## config.mk

```make
export PLATFORM = sky130hd
export DESIGN_NAME = sram_slot_arbiter
export DESIGN_NICKNAME = d
export VERILOG_FILES = /design/src/rtl/sram_slot_pkg.sv /design/src/rtl/sram_slot_arbiter_timer.sv /design/src/rtl/sram_slot_arbiter.sv
export SDC_FILE = /design/constraint.sdc
export NUM_CORES = 1
export LEC_CHECK = 0
export BUFFER_PORTS_ARGS = -buffer_cell sky130_fd_sc_hd__buf_4
export CORE_MARGIN = 2
export CORE_UTILIZATION = 32
export DETAILED_ROUTE_END_ITERATION = 10
export HOLD_SLACK_MARGIN = 0.05
export PLACE_DENSITY = 0.66
export SYNTH_ARGS = -nofsm -noshare
export SYNTH_HDL_FRONTEND = slang
export SYNTH_HIERARCHICAL = 1
export SYNTH_SLANG_ARGS = --single-unit
```

## constraint.sdc

```tcl
create_clock -name clk24 -period 3.6 [get_ports clk24]
set_input_delay 0.36 -clock clk24 [delete_from_list [all_inputs] [get_ports clk24]]
set_output_delay 0.36 -clock clk24 [all_outputs]
set_load 0.05 [all_outputs]
```

## src/rtl/sram_slot_pkg.sv

```systemverilog
// rtl/sram_slot_pkg.sv - slot length, slot phase constants and CPU FSM encoding
// Shared by slot_timer and sram_slot_arbiter; VIDEO_STEAL_EN is handled in slot_timer.
package sram_slot_pkg;

  localparam int SLOT_LEN = 4;

  localparam logic [1:0] PH_ADDR   = 2'd0;
  localparam logic [1:0] PH_STROBE = 2'd1;
  localparam logic [1:0] PH_DATA   = 2'd2;
  localparam logic [1:0] PH_ACK    = 2'd3;

  typedef enum logic [2:0] {
    ST_IDLE,
    ST_ADDR,
    ST_STROBE,
    ST_DATA,
    ST_ACK
  } cpu_state_e;

endpackage

```

## src/rtl/sram_slot_arbiter_timer.sv

```systemverilog
// rtl/sram_slot_arbiter_timer.sv - clk24 slot counter with ce12/ce6/video_slice/pipe_ab decode
// VIDEO_STEAL_EN: a video slot whose phase-0 vid_blank is 1 becomes a CPU slot.
module slot_timer
  import sram_slot_pkg::*;
(
  input  logic       clk24,
  input  logic       reset,
  input  logic       vid_blank,
  output logic [1:0] phase,
  output logic       ce12,
  output logic       ce6,
  output logic       video_slice,
  output logic       pipe_ab,
  output logic       cpu_slot
);

  logic [4:0] sc_q, sc_d;
  logic       pipe_q, pipe_d;
  logic       steal_q, steal_d;

  always_comb begin
    sc_d   = sc_q + 5'd1;
    pipe_d = sc_q[2] ? pipe_q : sc_q[3];
`ifdef VIDEO_STEAL_EN
    // Decision is taken live at phase 0 and frozen for the rest of the slot.
    steal_d = (sc_q[1:0] == PH_ADDR) ? (~sc_q[2] & vid_blank) : steal_q;
`else
    steal_d = 1'b0;
`endif
  end

`ifndef VIDEO_STEAL_EN
  logic unused_ok;
  assign unused_ok = vid_blank ^ steal_q;
`endif

  always_ff @(posedge clk24 or posedge reset) begin
    if (reset) begin
      sc_q    <= 5'd0;
      pipe_q  <= 1'b0;
      steal_q <= 1'b0;
    end else begin
      sc_q    <= sc_d;
      pipe_q  <= pipe_d;
      steal_q <= steal_d;
    end
  end

  assign phase       = sc_q[1:0];
  assign ce12        = sc_q[0];
  assign ce6         = (sc_q[1:0] == PH_ACK);
  assign cpu_slot    = sc_q[2] | steal_d;
  assign video_slice = ~cpu_slot;
  assign pipe_ab     = pipe_d;

endmodule

```

## src/rtl/sram_slot_arbiter.sv

```systemverilog
// rtl/sram_slot_arbiter.sv - shares one 8-bit SRAM between video fetch slots and a req/ack CPU port
// Optional VIDEO_STEAL_EN (in slot_timer) lets blanked video slots serve the CPU.
module sram_slot_arbiter
  import sram_slot_pkg::*;
#(
  parameter int ADDR_W = 16
) (
  input  logic              clk24,
  input  logic              reset,
  output logic              ce12,
  output logic              ce6,
  output logic              video_slice,
  output logic              pipe_ab,
  input  logic [ADDR_W-1:0] vid_addr,
  input  logic              vid_blank,
  input  logic              cpu_req,
  input  logic              cpu_we,
  input  logic [ADDR_W-1:0] cpu_addr,
  input  logic [7:0]        cpu_wdata,
  output logic              cpu_ack,
  output logic [7:0]        cpu_rdata,
  output logic [ADDR_W-1:0] sram_addr,
  input  logic [7:0]        sram_dq_in,
  output logic [7:0]        sram_dq_out,
  output logic              sram_dq_oe,
  output logic              sram_we_n
);

  logic [1:0] phase;
  logic       cpu_slot;

  slot_timer u_timer (
    .clk24       (clk24),
    .reset       (reset),
    .vid_blank   (vid_blank),
    .phase       (phase),
    .ce12        (ce12),
    .ce6         (ce6),
    .video_slice (video_slice),
    .pipe_ab     (pipe_ab),
    .cpu_slot    (cpu_slot)
  );

  cpu_state_e        state_q, state_d, st;
  logic              we_q, we_d;
  logic [ADDR_W-1:0] addr_q, addr_d;
  logic [7:0]        wdata_q, wdata_d;
  logic [7:0]        rdata_q, rdata_d;

  always_comb begin
    // ADDR is entered combinationally so the access owns phase 0 of its slot.
    st = state_q;
    if (state_q == ST_IDLE && cpu_slot && phase == PH_ADDR && cpu_req) st = ST_ADDR;
    state_d = state_q;
    we_d    = we_q;
    addr_d  = addr_q;
    wdata_d = wdata_q;
    rdata_d = rdata_q;
    case (st)
      ST_ADDR: begin
        state_d = ST_STROBE;
        we_d    = cpu_we;
        addr_d  = cpu_addr;
        wdata_d = cpu_wdata;
      end
      ST_STROBE: state_d = ST_DATA;
      ST_DATA: begin
        state_d = ST_ACK;
        if (!we_q) rdata_d = sram_dq_in;
      end
      ST_ACK:  state_d = ST_IDLE;
      default: state_d = ST_IDLE;
    endcase
  end

  always_ff @(posedge clk24 or posedge reset) begin
    if (reset) begin
      state_q <= ST_IDLE;
      we_q    <= 1'b0;
      addr_q  <= '0;
      wdata_q <= 8'h00;
      rdata_q <= 8'h00;
    end else begin
      state_q <= state_d;
      we_q    <= we_d;
      addr_q  <= addr_d;
      wdata_q <= wdata_d;
      rdata_q <= rdata_d;
    end
  end

  assign sram_addr   = (st != ST_IDLE) ? addr_d : vid_addr;
  assign sram_dq_out = wdata_d;
  assign sram_dq_oe  = (st != ST_IDLE) & we_d;
  assign sram_we_n   = ~(we_q & (st == ST_STROBE || st == ST_DATA));
  assign cpu_ack     = (st == ST_ACK);
  assign cpu_rdata   = rdata_q;

endmodule

```

==> Word level (Yosys, flattened, before mapping) <==
Cells that the tools add are included.
{ "classes": {"addsub": 1, "n_eq_ne": 5, "n_mux": 7, "bitwise": 5, "reduce_logical": 8} }
{ "op_table": {"columns": ["op", "n"], "rows": [
  ["2-to-1 mux 16 bit", 2],
  ["case mux 3 bit (3 select lines)", 1],
  ["2-to-1 mux 8 bit", 1],
  ["equality test 3 x 2 -> 1 bit (second input constant)", 2],
  ["adder 5 x 1 -> 5 bit (second input constant)", 1],
  ["equality test 3 x 1 -> 1 bit (second input constant)", 1],
  ["equality test 3 bit (second input constant)", 1],
  ["logical AND 1 bit", 3],
  ["logical NOT 3 bit", 1],
  ["2-to-1 mux 3 bit", 1],
  ["inverter 1 bit", 3],
  ["nonzero test 3 bit", 1],
  ["bitwise AND 1 bit", 2],
  ["equality test 2 bit (second input constant)", 1],
  ["logical NOT 2 bit", 1],
  ["2-to-1 mux 1 bit", 2],
  ["AND reduction 2 bit", 1],
  ["logical OR 1 bit", 1]
]} }
{ "word_totals": {"ff_bits": 42, "inputBits": 53, "out_inout_bits": 39, "elab_cells": 33} }

==> Logic depth before layout (Yosys ltp) <==
Gate-level depths: netlist of the first run.
{ "logic_depth": {"depth_word": 9, "ltp_mapped": 6, "depth_no_buf": 3} }

==> By module <==
The synthesis of the first run kept the hierarchy.
{ "by_module_without_submodules": {"columns": ["mod", "n_inst", "cells_each", "area_per_inst_um2", "seq_area_each_um2"], "rows": [
  ["sram_slot_arbiter", 1, 164, 1841.8, 900.9],
  ["slot_timer", 1, 15, 197.7, 125.1]
]} }

==> Worst setup path after synthesis of the first run <==
No wires, ideal clock.
{ "synth_path": {"kind": "register to output", "start": "register u_timer.sc_q[0]", "end": "output sram_dq_oe", "arrival_ns": 2.519, "required_ns": 3.240, "slack_ns": 0.721, "stages_incl_launch_ff": 7, "path_buffers": 3, "cell_sequence": "dfrtp_1 > buf_4 > and4bb_1 > buf_6 > o21ai_4 > buf_6 > o21ai_0"} }
{ "synth_between": {"elab_chain_cells": 7, "elab_cells_between_ends": 8, "cone_classes": "1 x eq/ne; 2 x mux; 1 x bitwise; 4 x reduce/logical"} }
{ "synth_lines": {"columns": ["item", "line_no", "rtl"], "rows": [
  ["start: declaration", "sram_slot_arbiter_timer.sv:17", "logic [4:0] sc_q, sc_d;"],
  ["start signal: assignment", "sram_slot_arbiter_timer.sv:39", "sc_q <= 5'd0;"],
  ["start signal: assignment", "sram_slot_arbiter_timer.sv:43", "sc_q <= sc_d;"],
  ["logical NOT 2 bit (*)", "sram_slot_arbiter.sv:53", "if (state_q == ST_IDLE && cpu_slot && phase == PH_ADDR && cpu_req) st = ST_ADDR;"],
  ["logical AND 1 bit (*) (2 in a row)", "sram_slot_arbiter.sv:53", null],
  ["2-to-1 mux 3 bit (*)", "sram_slot_arbiter.sv:53", null],
  ["equality test 3 x 1 -> 1 bit", "sram_slot_arbiter.sv:59", "case (st)"],
  ["2-to-1 mux 1 bit", "sram_slot_arbiter.sv:59", null],
  ["bitwise AND 1 bit (*)", "sram_slot_arbiter.sv:94", "assign sram_dq_oe = (st != ST_IDLE) & we_d;"],
  ["end: declaration", "sram_slot_arbiter.sv:25", "output logic sram_dq_oe,"]
]} }
Every way passes the cells marked *; elsewhere a longest branch is shown, timed or not.

==> Final worst setup path of the first run <==
{ "layout_path": {"start": "register u_timer.sc_q[2]", "end": "output sram_dq_out[6]"} }
{ "layout_between": {"elab_chain_cells": 6} }
{ "layout_lines": {"columns": ["item", "line_no", "rtl"], "rows": [
  ["logical AND 1 bit (3 in a row)", "sram_slot_arbiter.sv:53", null],
  ["2-to-1 mux 3 bit", "sram_slot_arbiter.sv:53", null],
  ["equality test 3 x 1 -> 1 bit", "sram_slot_arbiter.sv:59", null],
  ["2-to-1 mux 8 bit", "sram_slot_arbiter.sv:59", null],
  ["end: declaration", "sram_slot_arbiter.sv:24", "output logic [7:0] sram_dq_out,"]
]} }
No other way between the ends.

==> parameters.txt, run 1 <==
Parameter                              Value

Setup path
  Worst reg-to-reg path cell count ... 3
  Crit path arrival time ... 2.59 ns
  Type of destination of the critical path ... primary output
  WS Path Type ... register to primary output
  Max FO, Critical Path ... 26
  CP startpoint kind ... register
  Required time reported for the critical path endpoint ... between 3 and 4 ns

Final layout
  Final Net Count ... between 300 and 400
  Filler cells ... roughly 600
  Diode count ... 0
  Final Non-Filler Cells ... 340
  Area growth syn-to-layout ... 39.0%
  Share of cells above drive strength 1 ... 0.510

Timing
  Post-layout minimum cycle time ... 2.95 ns
  Unrepaired setup endpoints after global routing ... no
  Worst Clk Skew ... 0.00503 ns
  Worst Max-Slew Pin Slew ... between 0.8 and 0.9 ns
  Total count of hold-check failures in the final report ... 0
  Period utilisation layout ... 0.818
  Final setup slack of the worst path ... 0.655 ns
  Fmax ... 0.340 GHz
  TNS Setup ... 0 ns
  Number of max-slew violations in the final report ... 0
  Count of endpoints failing setup in the final report ... 0
  Slew margin rel. ... 0.436

Clock network
  Post-CTS Hold Buffers ... 1
  Clock-pin slew on the worst setup and hold paths ... roughly 0.07 ns
  Number of clock sinks ... slightly above 40
  Later-pin clock latency in the skew report ... 0.28 ns
  Root Buffer ... clkbuf_8
  Post-CTS resize count ... 0
  Cts bufs inserted ... 5
  Number of levels the H-tree was split into ... 2
  CTS tree ... done
  # Post-CTS Setup Buffers ... 0
  Max Buffers Root-to-Sink ... 2

Run status
  Run status ... finished, final reports clean

Logic synthesis
  Syn avg cell area ... around 11 µm²
  Synthesized net count ... ~230
  Flip-flop and latch count after synthesis ... slightly above 40
  Syn Inst Count ... 179
  Fraction of the yosys area taken by sequential cells ... 0.503
  Number of synthesis warnings ... 6
  Distinct cell type count of the synthesized netlist ... 26
  Total standard cell area after synthesis ... between 0.002 and 0.0025 mm²

Placement
  RD Place Congestion ... a little over 0.7
  Placed wire-length estimate ... approximately 3.3 mm
  Number of placed instances with taps included ... 332
  IO Port Bufs ... 90
  Pre-CTS setup slack ... 0.900 ns

Routing
  Vias/cell ... 4.86
  Pre-Repair DR Iteration Count ... 4
  Number of vias after detailed routing ... 1,652
  Iteration-0 DRC Markers ... 35
  Wirelength, routed ... 4.60 mm
  Antenna viol nets, final ... 0
  Final routed wire length divided by cell count ... between 10 and 15 µm
  Remaining DRCs ... 0

Global route
  Number of global-route vias before repair ... 1,681
  Initial antenna violation count ... 0
  GR Util All Layers ... 0.134
  Sum of overflow across all layers after global routing ... 0
  Largest net degree at the start of global routing ... 38
  First-pass GRT wire length ... between 7 and 8 mm

Floorplan
  Core region area ... approximately 0.0062 mm²
  Row count ... 29
  Boundary pin count ... between 90 and 100
  DIE AREA ... roughly 0.0070 mm²
  Die Y-Extent ... between 80 and 90 µm
  Die X-Extent ... around 84 µm
  Starting utilization of the core area ... 0.327

Min path
  Hold-critical path depth ... 2
  Type of the tightest min-delay check ... input pin to register

Run
  Max-cap violations ... 0
[flip-flops by register name, indices dropped and copies added, names as in the netlist]
| signal | cells |
|---|---|
| addr_q | 16 |
| cpu_rdata | 8 |
| wdata_q | 8 |
| u_timer/sc_q | 4 |
| state_q | 3 |
| u_timer/pipe_q | 1 |
| we_q | 1 |
[through the flow]
stage          hold slack [ns]  area, µm²   util
2_1_floorplan            0.139       2040      -
3_3_place_gp             0.280       2740  0.439
3_5_place_dp             0.282       2740  0.439
4_1_cts                  0.294       2830  0.454
5_1_grt                  0.295       2830  0.454
6_report                 0.309       2830  0.454
[layout make-up]
type | instances | area (µm²) | share of cell area
clock buffers | 7 | 86.3 | 0.0305
repair buffers | 94 | 708 | 0.250
multi-input cells | 116 | 898 | 0.317
flip-flops and latches | 41 | 1030 | 0.362
inverters | 5 | 18.8 | 0.00662
well taps | 77 | 96.3 | 0.0340
[cells by family after synthesis]
| kind of cell | Yosys count | share of synthesized area |
|---|---|---|
| AND/OR/NAND/NOR | 43 | 0.133 |
| flip-flops | 41 | 0.503 |
| AO/OA/AOI/OAI | 36 | 0.105 |
| multiplexers | 34 | 0.188 |
| buffers and inverters | 22 | 0.0564 |
| XOR/XNOR | 2 | 0.00859 |
| adder cells (fa/ha/maj) | 1 | 0.00613 |
[layout by cell type, fill, tap and decap left out, drive strengths merged]
cell type	Yosys	final
a211oi	1	1
a31oi	16	16
and4bb	1	1
buf	8	93
clkbuf	9	7
dfrtp	41	41
dlygate4sd3	0	1
ha	1	1
inv	5	5
mux2	34	34
nand2	1	1
nand3	1	1
nand3b	17	17
nand4bb	1	1
nor2	18	18
nor3	2	2
nor3b	2	2
o21ai	19	19
xnor2	1	1
xor2	1	1
[synthesized netlist by cell type]
cell type	number	share of area
a211oi_1	1	0.0037
a31oi_1	16	0.049
and4bb_1	1	0.0061
buf_1	1	0.0018
buf_2	2	0.0049
buf_4	2	0.0074
buf_6	3	0.017
clkbuf_1	9	0.017
dfrtp_1	41	0.50
ha_1	1	0.0061
inv_1	5	0.0092
mux2_1	2	0.011
mux2_2	32	0.18
nand2_1	1	0.0018
nand3_1	1	0.0025
nand3b_1	17	0.063
nand4bb_1	1	0.0055
nor2_1	17	0.031
nor2_4	1	0.0055
nor3_1	1	0.0025
nor3_4	1	0.0080
nor3b_1	2	0.0074
o21ai_0	18	0.044
o21ai_4	1	0.0080
xnor2_1	1	0.0043
xor2_1	1	0.0043
[path summary, 6_finish.rpt]
| path | start | end | slack (ns) |
|---|---|---|---|
| setup / recovery | u_timer/sc_q[2]$_DFF_PP0_ | sram_dq_out[6] | 0.65 |
| setup reg to reg | u_timer/sc_q[2]$_DFF_PP0_ | wdata_q[3]$_DFF_PP0_ | 1.37 |
| hold / removal | sram_dq_in[0] | cpu_rdata[0]$_DFFE_PP0P_ | 0.31 |
| min in group asynchronous | reset | u_timer/sc_q[0]$_DFF_PP0_ | 0.54 |
| hold reg to reg | u_timer/sc_q[3]$_DFF_PP0_ | u_timer/sc_q[3]$_DFF_PP0_ | 0.49 |
| max in group asynchronous | reset | cpu_rdata[1]$_DFFE_PP0P_ | 2.16 |
[metal layers]
metal	global-route usage	wire length [µm]	up-vias
met3	0.0435	364	4
met5	0	0	-
li1	-	-	801
met4	0.0323	27	0
met1	0.160	1960	784
met2	0.233	2250	63
[critical path: stages (launching register included)]
cell      delay, ns
dfrtp_1        0.45
and4bb_1       0.46
o21ai_4        0.76
mux2_2         0.42
buf_4          0.19
Power of run 1 is not shown: default switching activity piles up to over one toggle a cycle in this logic, so the estimate is an artifact.
==> run 2, diff against run 1 <==
--- a/config.mk
+++ b/config.mk
@@ -5,12 +5,13 @@
 export SDC_FILE = /design/constraint.sdc
 export NUM_CORES = 1
 export LEC_CHECK = 0
+export ABC_AREA = 1
 export BUFFER_PORTS_ARGS = -buffer_cell sky130_fd_sc_hd__buf_4
 export CORE_MARGIN = 2
 export CORE_UTILIZATION = 32
 export DETAILED_ROUTE_END_ITERATION = 10
 export HOLD_SLACK_MARGIN = 0.05
-export PLACE_DENSITY = 0.66
+export PLACE_DENSITY = 0.65
 export SYNTH_ARGS = -nofsm -noshare
 export SYNTH_HDL_FRONTEND = slang
 export SYNTH_HIERARCHICAL = 1
==> constraint.sdc (replaced) <==
create_clock -name clk24 -period 2.8 [get_ports clk24]
set_input_delay 0.28 -clock clk24 [delete_from_list [all_inputs] [get_ports clk24]]
set_output_delay 0.28 -clock clk24 [all_outputs]
set_load 0.05 [all_outputs]
==> run 2 against run 1 <==
Against the previous run: clock skew decreased by 0.0017 ns; critical path depth increased by 3; setup slack got worse by 0.33 ns; synthesized cell count increased by 49%; wire length increased by 6.1%; critical path type unchanged.
==> parameters.txt, run 2 <==
Parameter                              Value

Logic synthesis
  Fraction of the yosys area taken by sequential cells ... 0.473 (was 0.503)
  Total standard cell area after synthesis ... 0.00217 mm² (was 0.00204 mm²)
  Most used flip-flop cell after synthesis ... dfrtp_1 (unchanged)
  Number of synthesized flops with an enable pin ... 0 (unchanged)
  Synthesized net count ... 320 (was 233)
  Distinct cell type count of the synthesized netlist ... 25 (was 26)
  Most common cell in the synthesized netlist ... nand2_1 (was dfrtp_1)
  Share of the synthesized area in the top cell type ... 0.473 (was 0.503)
  Syn avg cell area ... 8.15 µm² (was 11.4 µm²)
  Async S/R FF share, synth ... 1.00 (unchanged)
  Top post-synthesis cells by area ... dfrtp_1 (47%), nand2_1 (15%), nand3_1 (9.7%) (was dfrtp_1 (50%), mux2_2 (18%), nand3b_1 (6.3%))
  Biggest area consumer among synthesized cells ... dfrtp_1 (unchanged)
  Top post-synthesis cells by count ... nand2_1 (86), nand3_1 (42), dfrtp_1 (41), inv_1 (41), and2_1 (16) (was dfrtp_1 (41), mux2_2 (32), o21ai_0 (18), nand3b_1 (17), nor2_1 (17))
  Syn Inst Count ... 266 (was 179)
  Flip-flop and latch count after synthesis ... 41 (unchanged)
  Number of synthesis warnings ... 6 (unchanged)

Setup path
  Crit path arrival time ... 2.19 ns (was 2.59 ns)
  Type of destination of the critical path ... primary output (unchanged)
  CP startpoint kind ... register (unchanged)
  Required time reported for the critical path endpoint ... 2.52 ns (was 3.24 ns)
  WS Path Type ... register to primary output (unchanged)
  Max FO, Critical Path ... 26 (unchanged)

Timing
  Number of max-slew violations in the final report ... 0 (unchanged)
  Fmax ... slightly above 0.4 GHz
  Count of endpoints failing setup in the final report ... 0 (unchanged)
  Period utilisation layout ... 0.883
  Post-layout minimum cycle time ... between 2 and 2.5 ns
  Slew margin rel. ... 0.448 (was 0.436)
  Worst Clk Skew ... 0.00337 ns (was 0.00503 ns)
  TNS Setup ... 0 ns (unchanged)
  Total count of hold-check failures in the final report ... 0 (unchanged)
  Worst Max-Slew Pin Slew ... 0.827 ns (was 0.843 ns)
  Unrepaired setup endpoints after global routing ... no (unchanged)

Final layout
  Most frequent cells in the layout ... buf_4 (92), nand2_1 (86), nand3_1 (42) (was buf_4 (93), dfrtp_1 (41), mux2_2 (32))
  Leading cell type in the layout, fill and taps excluded ... buf_4 (unchanged)
  Top register by number of flip-flops ... addr_q (unchanged)
  Combined area of the multi-input logic cells ... 883 µm² (was 898 µm²)
  Filler cells ... 648 (was 602)
  Share of cells above drive strength 1 ... 0.334 (was 0.510)
  Final Net Count ... 409 (was 317)
  Area growth syn-to-layout ... 37.9% (was 39.0%)
  Max FFs per register ... 16 (unchanged)
  Diode count ... 0 (unchanged)
  Sequential cell area ... 0.00103 mm² (unchanged)

Global route
  Largest net degree at the start of global routing ... 30 (was 38)
  Sum of overflow across all layers after global routing ... 0 (unchanged)
  Number of global-route vias before repair ... 1,854 (was 1,681)
  Initial antenna violation count ... 0 (unchanged)
  First-pass GRT wire length ... 8.38 mm (was 7.78 mm)
  GR Util All Layers ... 0.141 (was 0.134)

Floorplan
  Die Y-Extent ... 86.3 µm (was 83.8 µm)
  Die X-Extent ... 86.3 µm (was 83.8 µm)
  Core region area ... 0.00646 mm² (was 0.00624 mm²)
  Row count ... 29 (unchanged)
  Boundary pin count ... 92 (unchanged)
  Starting utilization of the core area ... 0.336 (was 0.327)
  DIE AREA ... 0.00745 mm² (was 0.00703 mm²)

Routing
  Final routed wire length divided by cell count ... 11.3 µm (was 13.5 µm)
  Iteration-0 DRC Markers ... 61 (was 35)
  Remaining DRCs ... 0 (unchanged)
  Antenna viol nets, final ... 0 (unchanged)
  Vias/cell ... 4.36 (was 4.86)
  Number of vias after detailed routing ... 1,886 (was 1,652)
  Pre-Repair DR Iteration Count ... 4 (unchanged)
  Wirelength, routed ... 4.89 mm (was 4.60 mm)

Clock network
  # Post-CTS Setup Buffers ... 0 (unchanged)
  Root Buffer ... clkbuf_8 (unchanged)
  Later-pin clock latency in the skew report ... 0.29 ns (was 0.28 ns)
  Cts bufs inserted ... 5 (unchanged)
  Number of clock sinks ... 41 (unchanged)
  Clock-pin slew on the worst setup and hold paths ... 0.08 ns (was 0.07 ns)
  Number of levels the H-tree was split into ... 2 (unchanged)
  CTS tree ... done (unchanged)
  Max Buffers Root-to-Sink ... 2 (unchanged)

Min path
  Type of the tightest min-delay check ... input pin to register (unchanged)

Placement
  Placed wire-length estimate ... 3.52 mm (was 3.29 mm)
  IO Port Bufs ... 90 (unchanged)
  RD Place Congestion ... 0.745 (was 0.712)

Run status
  Run status ... finished, final reports clean (unchanged)

Run
  Max-cap violations ... 0 (unchanged)
==> run 2: cell count changes after synthesis, sizes merged, moves of 13 or more <==
cell	previous run	this run
o21ai	19	2
nand2	1	89
mux2	34	0
a31oi	16	0
inv	5	42
nand3	1	53
nor2	18	5
and2	0	16
nand3b	17	0
==> run 2: logic make-up after synthesis <==
| logic type | share of synthesized area |
|---|---|
| xor+xnor | 0.00404 |
| flops | 0.473 |
| simple gates | 0.378 |
| fa+ha+maj | 0.00577 |
| compound gates | 0.0162 |
| buf+inv | 0.122 |
==> run 2: worst paths after layout <==
| check | from | end | slack [ns] | cells past startpoint |
|---|---|---|---|---|
| max | state_q[1]$_DFF_PP0_ | sram_addr[7] | 0.33 | 7 |
| min | sram_dq_in[4] | cpu_rdata[4]$_DFFE_PP0P_ | 0.21 | 3 |
| max reg2reg | state_q[1]$_DFF_PP0_ | addr_q[12]$_DFF_PP0_ | 1.06 | 5 |
| min reg2reg | cpu_rdata[0]$_DFFE_PP0P_ | cpu_rdata[0]$_DFFE_PP0P_ | 0.48 | 2 |
| max in group asynchronous | reset | addr_q[13]$_DFF_PP0_ | 1.37 | 4 |
| min in group asynchronous | reset | u_timer/sc_q[3]$_DFF_PP0_ | 0.45 | 3 |
==> run 2: area by class of cell <==
| type | instances | area share |
|---|---|---|
| sequential | 41 | 0.343 |
| multi-input combinational | 171 | 0.296 |
| timing repair buffer | 93 | 0.234 |
| inverter | 43 | 0.0544 |
| tap | 77 | 0.0322 |
| clock buffer | 6 | 0.0276 |
| clock inverter | 2 | 0.0126 |
==> run 2: routing by layer <==
metal / GRT usage / part of all wire / vias up / wire, µm
met3: 0.0352 / 0.067 / 4 / 327
met5: 0 / 0 / - / 0
met1: 0.176 / 0.44 / 832 / 2140
li1: - / - / 994 / -
met2: 0.239 / 0.48 / 56 / 2360
met4: 0.0511 / 0.012 / 0 / 61
==> run 2: stage by stage <==
stage	instances	instance area [µm²]	utilization	setup slack [ns]	hold slack, ns
3_3_place_gp	424	2850	0.441	0.412	0.201
5_1_grt	433	2990	0.463	0.0609	0.220
4_1_cts	433	2980	0.461	0.0910	0.203
3_5_place_dp	424	2850	0.441	0.428	0.202
2_1_floorplan	266	2170	-	0.0778	0.0585
6_report	433	2990	0.463	0.326	0.215
==> run 2: worst max-delay path, cell delays in order (launching register included) <==
cell and delay [ns]:
dfrtp_1 0.45, nor2_4 0.41, buf_4 0.32, nand2_4 0.20, nand2_1 0.14, nand3_1 0.10
nand2_1 0.08, buf_4 0.19
==> run 2: repair_timing <==
item                                    in CTS  in global routing
hold buffers                                 1                  0
endpoints found under the setup margin       0                 16
resized for setup                            0                  2
endpoints found under the hold margin        5                  0
Power of run 2 is left out for the same reason.
==> run 3, diff against run 2 <==
--- a/config.mk
+++ b/config.mk
@@ -12,6 +12,7 @@
 export DETAILED_ROUTE_END_ITERATION = 10
 export HOLD_SLACK_MARGIN = 0.05
 export PLACE_DENSITY = 0.65
+export RECOVER_POWER = 50
 export SYNTH_ARGS = -nofsm -noshare
 export SYNTH_HDL_FRONTEND = slang
 export SYNTH_HIERARCHICAL = 1
==> constraint.sdc (replaced) <==
create_clock -name clk24 -period 2.8 [get_ports clk24]
set_input_delay 0.42 -clock clk24 [delete_from_list [all_inputs] [get_ports clk24]]
set_output_delay 0.42 -clock clk24 [all_outputs]
set_load 0.05 [all_outputs]
==> run 3 against run 2 <==
Against the previous run: utilization shrank 1.2 points; first-iteration DRC count shrank 56%; clock skew grew 0.0032 ns; largest cell class unchanged; critical path depth shrank 1; sequential share of layout area grew 0.90 points; final area shrank 2.6%; hold slack gained 0.14 ns; critical endpoint is now sram_addr[3].
==> parameters.txt, run 3 (synthesis gave the netlist of run 2 again) <==
Parameter                              Value

Setup path
  Crit-path cells ... nor2_4, nand3_2, inv_2, nand2_1, nand2_1, buf_4 (was nor2_4, buf_4, nand2_4, nand2_1, nand3_1, nand2_1, buf_4)
  CP startpoint kind ... register (unchanged)
  Slowest-stage cell, CP ... dfrtp_1 (unchanged)
  Type of destination of the critical path ... primary output (unchanged)
  Worst path max stage delay ... 0.45 ns (about the same)
  Required time reported for the critical path endpoint ... 2.38 ns (was 2.52 ns)
  WS Path Type ... register to primary output (unchanged)
  Max FO, Critical Path ... 17 (was 26)
  Library cell appearing most often on the critical path ... nand2_1
  Crit path arrival time ... 2.03 ns (was 2.19 ns)
  Worst reg-to-reg path cell count ... 7 (was 5)

Floorplan
  DIE AREA ... 0.00745 mm² (unchanged)
  Row count ... 29 (unchanged)
  Core region area ... 0.00646 mm² (unchanged)
  Die X-Extent ... 86.3 µm (unchanged)
  Starting utilization of the core area ... 0.336 (unchanged)
  Die Y-Extent ... 86.3 µm (unchanged)
  Boundary pin count ... 92 (unchanged)

Global route
  Sum of overflow across all layers after global routing ... 0 (unchanged)
  First-pass GRT wire length ... 8.11 mm (was 8.38 mm)
  Largest net degree at the start of global routing ... 27 (was 30)
  Initial antenna violation count ... 0 (unchanged)
  Number of global-route vias before repair ... 1,831 (was 1,854)
  GR Util All Layers ... 0.136 (was 0.141)

Clock network
  Post-CTS resize count ... 0 (unchanged)
  CTS tree ... done (unchanged)
  Later-pin clock latency in the skew report ... 0.29 ns (about the same)
  Number of levels the H-tree was split into ... 2 (unchanged)
  Clock-pin slew on the worst setup and hold paths ... 0.08 ns (about the same)
  Root Buffer ... clkbuf_8 (unchanged)
  Max Buffers Root-to-Sink ... 2 (unchanged)
  Number of clock sinks ... 41 (unchanged)
  Post-CTS Hold Buffers ... 1 (unchanged)
  Cts bufs inserted ... 5 (unchanged)
  # Post-CTS Setup Buffers ... 0 (unchanged)

Final layout
  Leading cell type in the layout, fill and taps excluded ... nand2_1 (was buf_4)
  Top register by number of flip-flops ... addr_q (unchanged)
  Area growth syn-to-layout ... 34.4% (was 37.9%)
  Final Net Count ... 412 (was 409)
  Most frequent cells in the layout ... nand2_1 (87), buf_4 (82), nand3_1 (42) (was buf_4 (92), nand2_1 (86), nand3_1 (42))
  Share of cells above drive strength 1 ... 0.301 (was 0.334)
  Diode count ... 0 (unchanged)
  Max FFs per register ... 16 (unchanged)

Timing
  Total count of hold-check failures in the final report ... 0 (unchanged)
  Count of endpoints failing setup in the final report ... 0 (unchanged)
  Number of max-slew violations in the final report ... 0 (unchanged)
  Post-layout minimum cycle time ... 2.45 ns (was 2.47 ns)
  Slew margin rel. ... 0.433 (was 0.448)
  Worst Clk Skew ... 0.00653 ns (was 0.00337 ns)
  TNS Setup ... 0 ns (unchanged)
  Final setup slack of the worst path ... 0.350 ns (was 0.326 ns)
  Unrepaired setup endpoints after global routing ... no (unchanged)
  Period utilisation layout ... 0.875 (was 0.883)
  Worst Max-Slew Pin Slew ... 0.849 ns (was 0.827 ns)
  Fmax ... 0.408 GHz (was 0.404 GHz)

Run status
  Run status ... finished, final reports clean (unchanged)

Placement
  Placed wire-length estimate ... 3.54 mm (was 3.52 mm)
  IO Port Bufs ... 90 (unchanged)
  RD Place Congestion ... 0.726 (was 0.745)
  Pre-CTS setup slack ... 0.604 ns (was 0.428 ns)

Routing
  Wirelength, routed ... 4.81 mm (was 4.89 mm)
  Iteration-0 DRC Markers ... 27 (was 61)
  Number of vias after detailed routing ... 1,925 (was 1,886)
  Remaining DRCs ... 0 (unchanged)
  Final routed wire length divided by cell count ... 11.0 µm (was 11.3 µm)
  Antenna viol nets, final ... 0 (unchanged)
  Pre-Repair DR Iteration Count ... 4 (unchanged)
  Vias/cell ... 4.42 (was 4.36)

Run
  Max-cap violations ... 0 (unchanged)

Min path
  Type of the tightest min-delay check ... input pin to register (unchanged)
  Hold-critical path depth ... 3 (unchanged)
## run 3: worst max-delay path: cells and delay by family (launching register included)
kind	cells	cell delay, ns
buffers and inverters	2	0.55
AND/OR/NAND/NOR	4	0.74
flip-flops	1	0.45
## run 3: final timing paths
| check | startpoint | end | slack (ns) |
|---|---|---|---|
| hold reg to reg | cpu_rdata[4]$_DFFE_PP0P_ | cpu_rdata[4]$_DFFE_PP0P_ | 0.48 |
| min in group asynchronous | reset | u_timer/sc_q[0]$_DFF_PP0_ | 0.59 |
| setup reg to reg | u_timer/sc_q[2]$_DFF_PP0_ | cpu_rdata[3]$_DFFE_PP0P_ | 0.72 |
| setup / recovery | state_q[1]$_DFF_PP0_ | sram_addr[3] | 0.35 |
| max in group asynchronous | reset | addr_q[14]$_DFF_PP0_ | 1.20 |
| hold / removal | sram_dq_in[5] | cpu_rdata[5]$_DFFE_PP0P_ | 0.36 |
## run 3: per-layer routing
metal	vias to the layer above	global-route usage	part of all wire
li1	995	-	-
met1	859	0.171	0.47
met2	64	0.226	0.46
met3	7	0.0352	0.060
met4	0	0.0469	0.015
met5	-	0	0
## run 3: final cells by class
type	instances	area, µm²
Timing Repair Buffer	96	678
Sequential cell	41	1030
Inverter	43	161
Fill cell	661	3550
Tap cell	77	96.3
Clock inverter	3	17.5
Multi-Input combinational cell	171	865
Clock buffer	5	68.8
## run 3: metrics by stage
| stage | hold slack, ns | cells | cell area (µm²) | utilization |
|---|---|---|---|---|
| floorplan | 0.199 | 266 | 2170 | - |
| global placement | 0.341 | 427 | 2880 | 0.446 |
| detailed placement | 0.340 | 427 | 2880 | 0.446 |
| CTS | 0.350 | 436 | 2970 | 0.460 |
| global route | 0.341 | 436 | 2910 | 0.451 |
| finish | 0.359 | 436 | 2910 | 0.451 |
Power of run 3 is left out for the same reason.
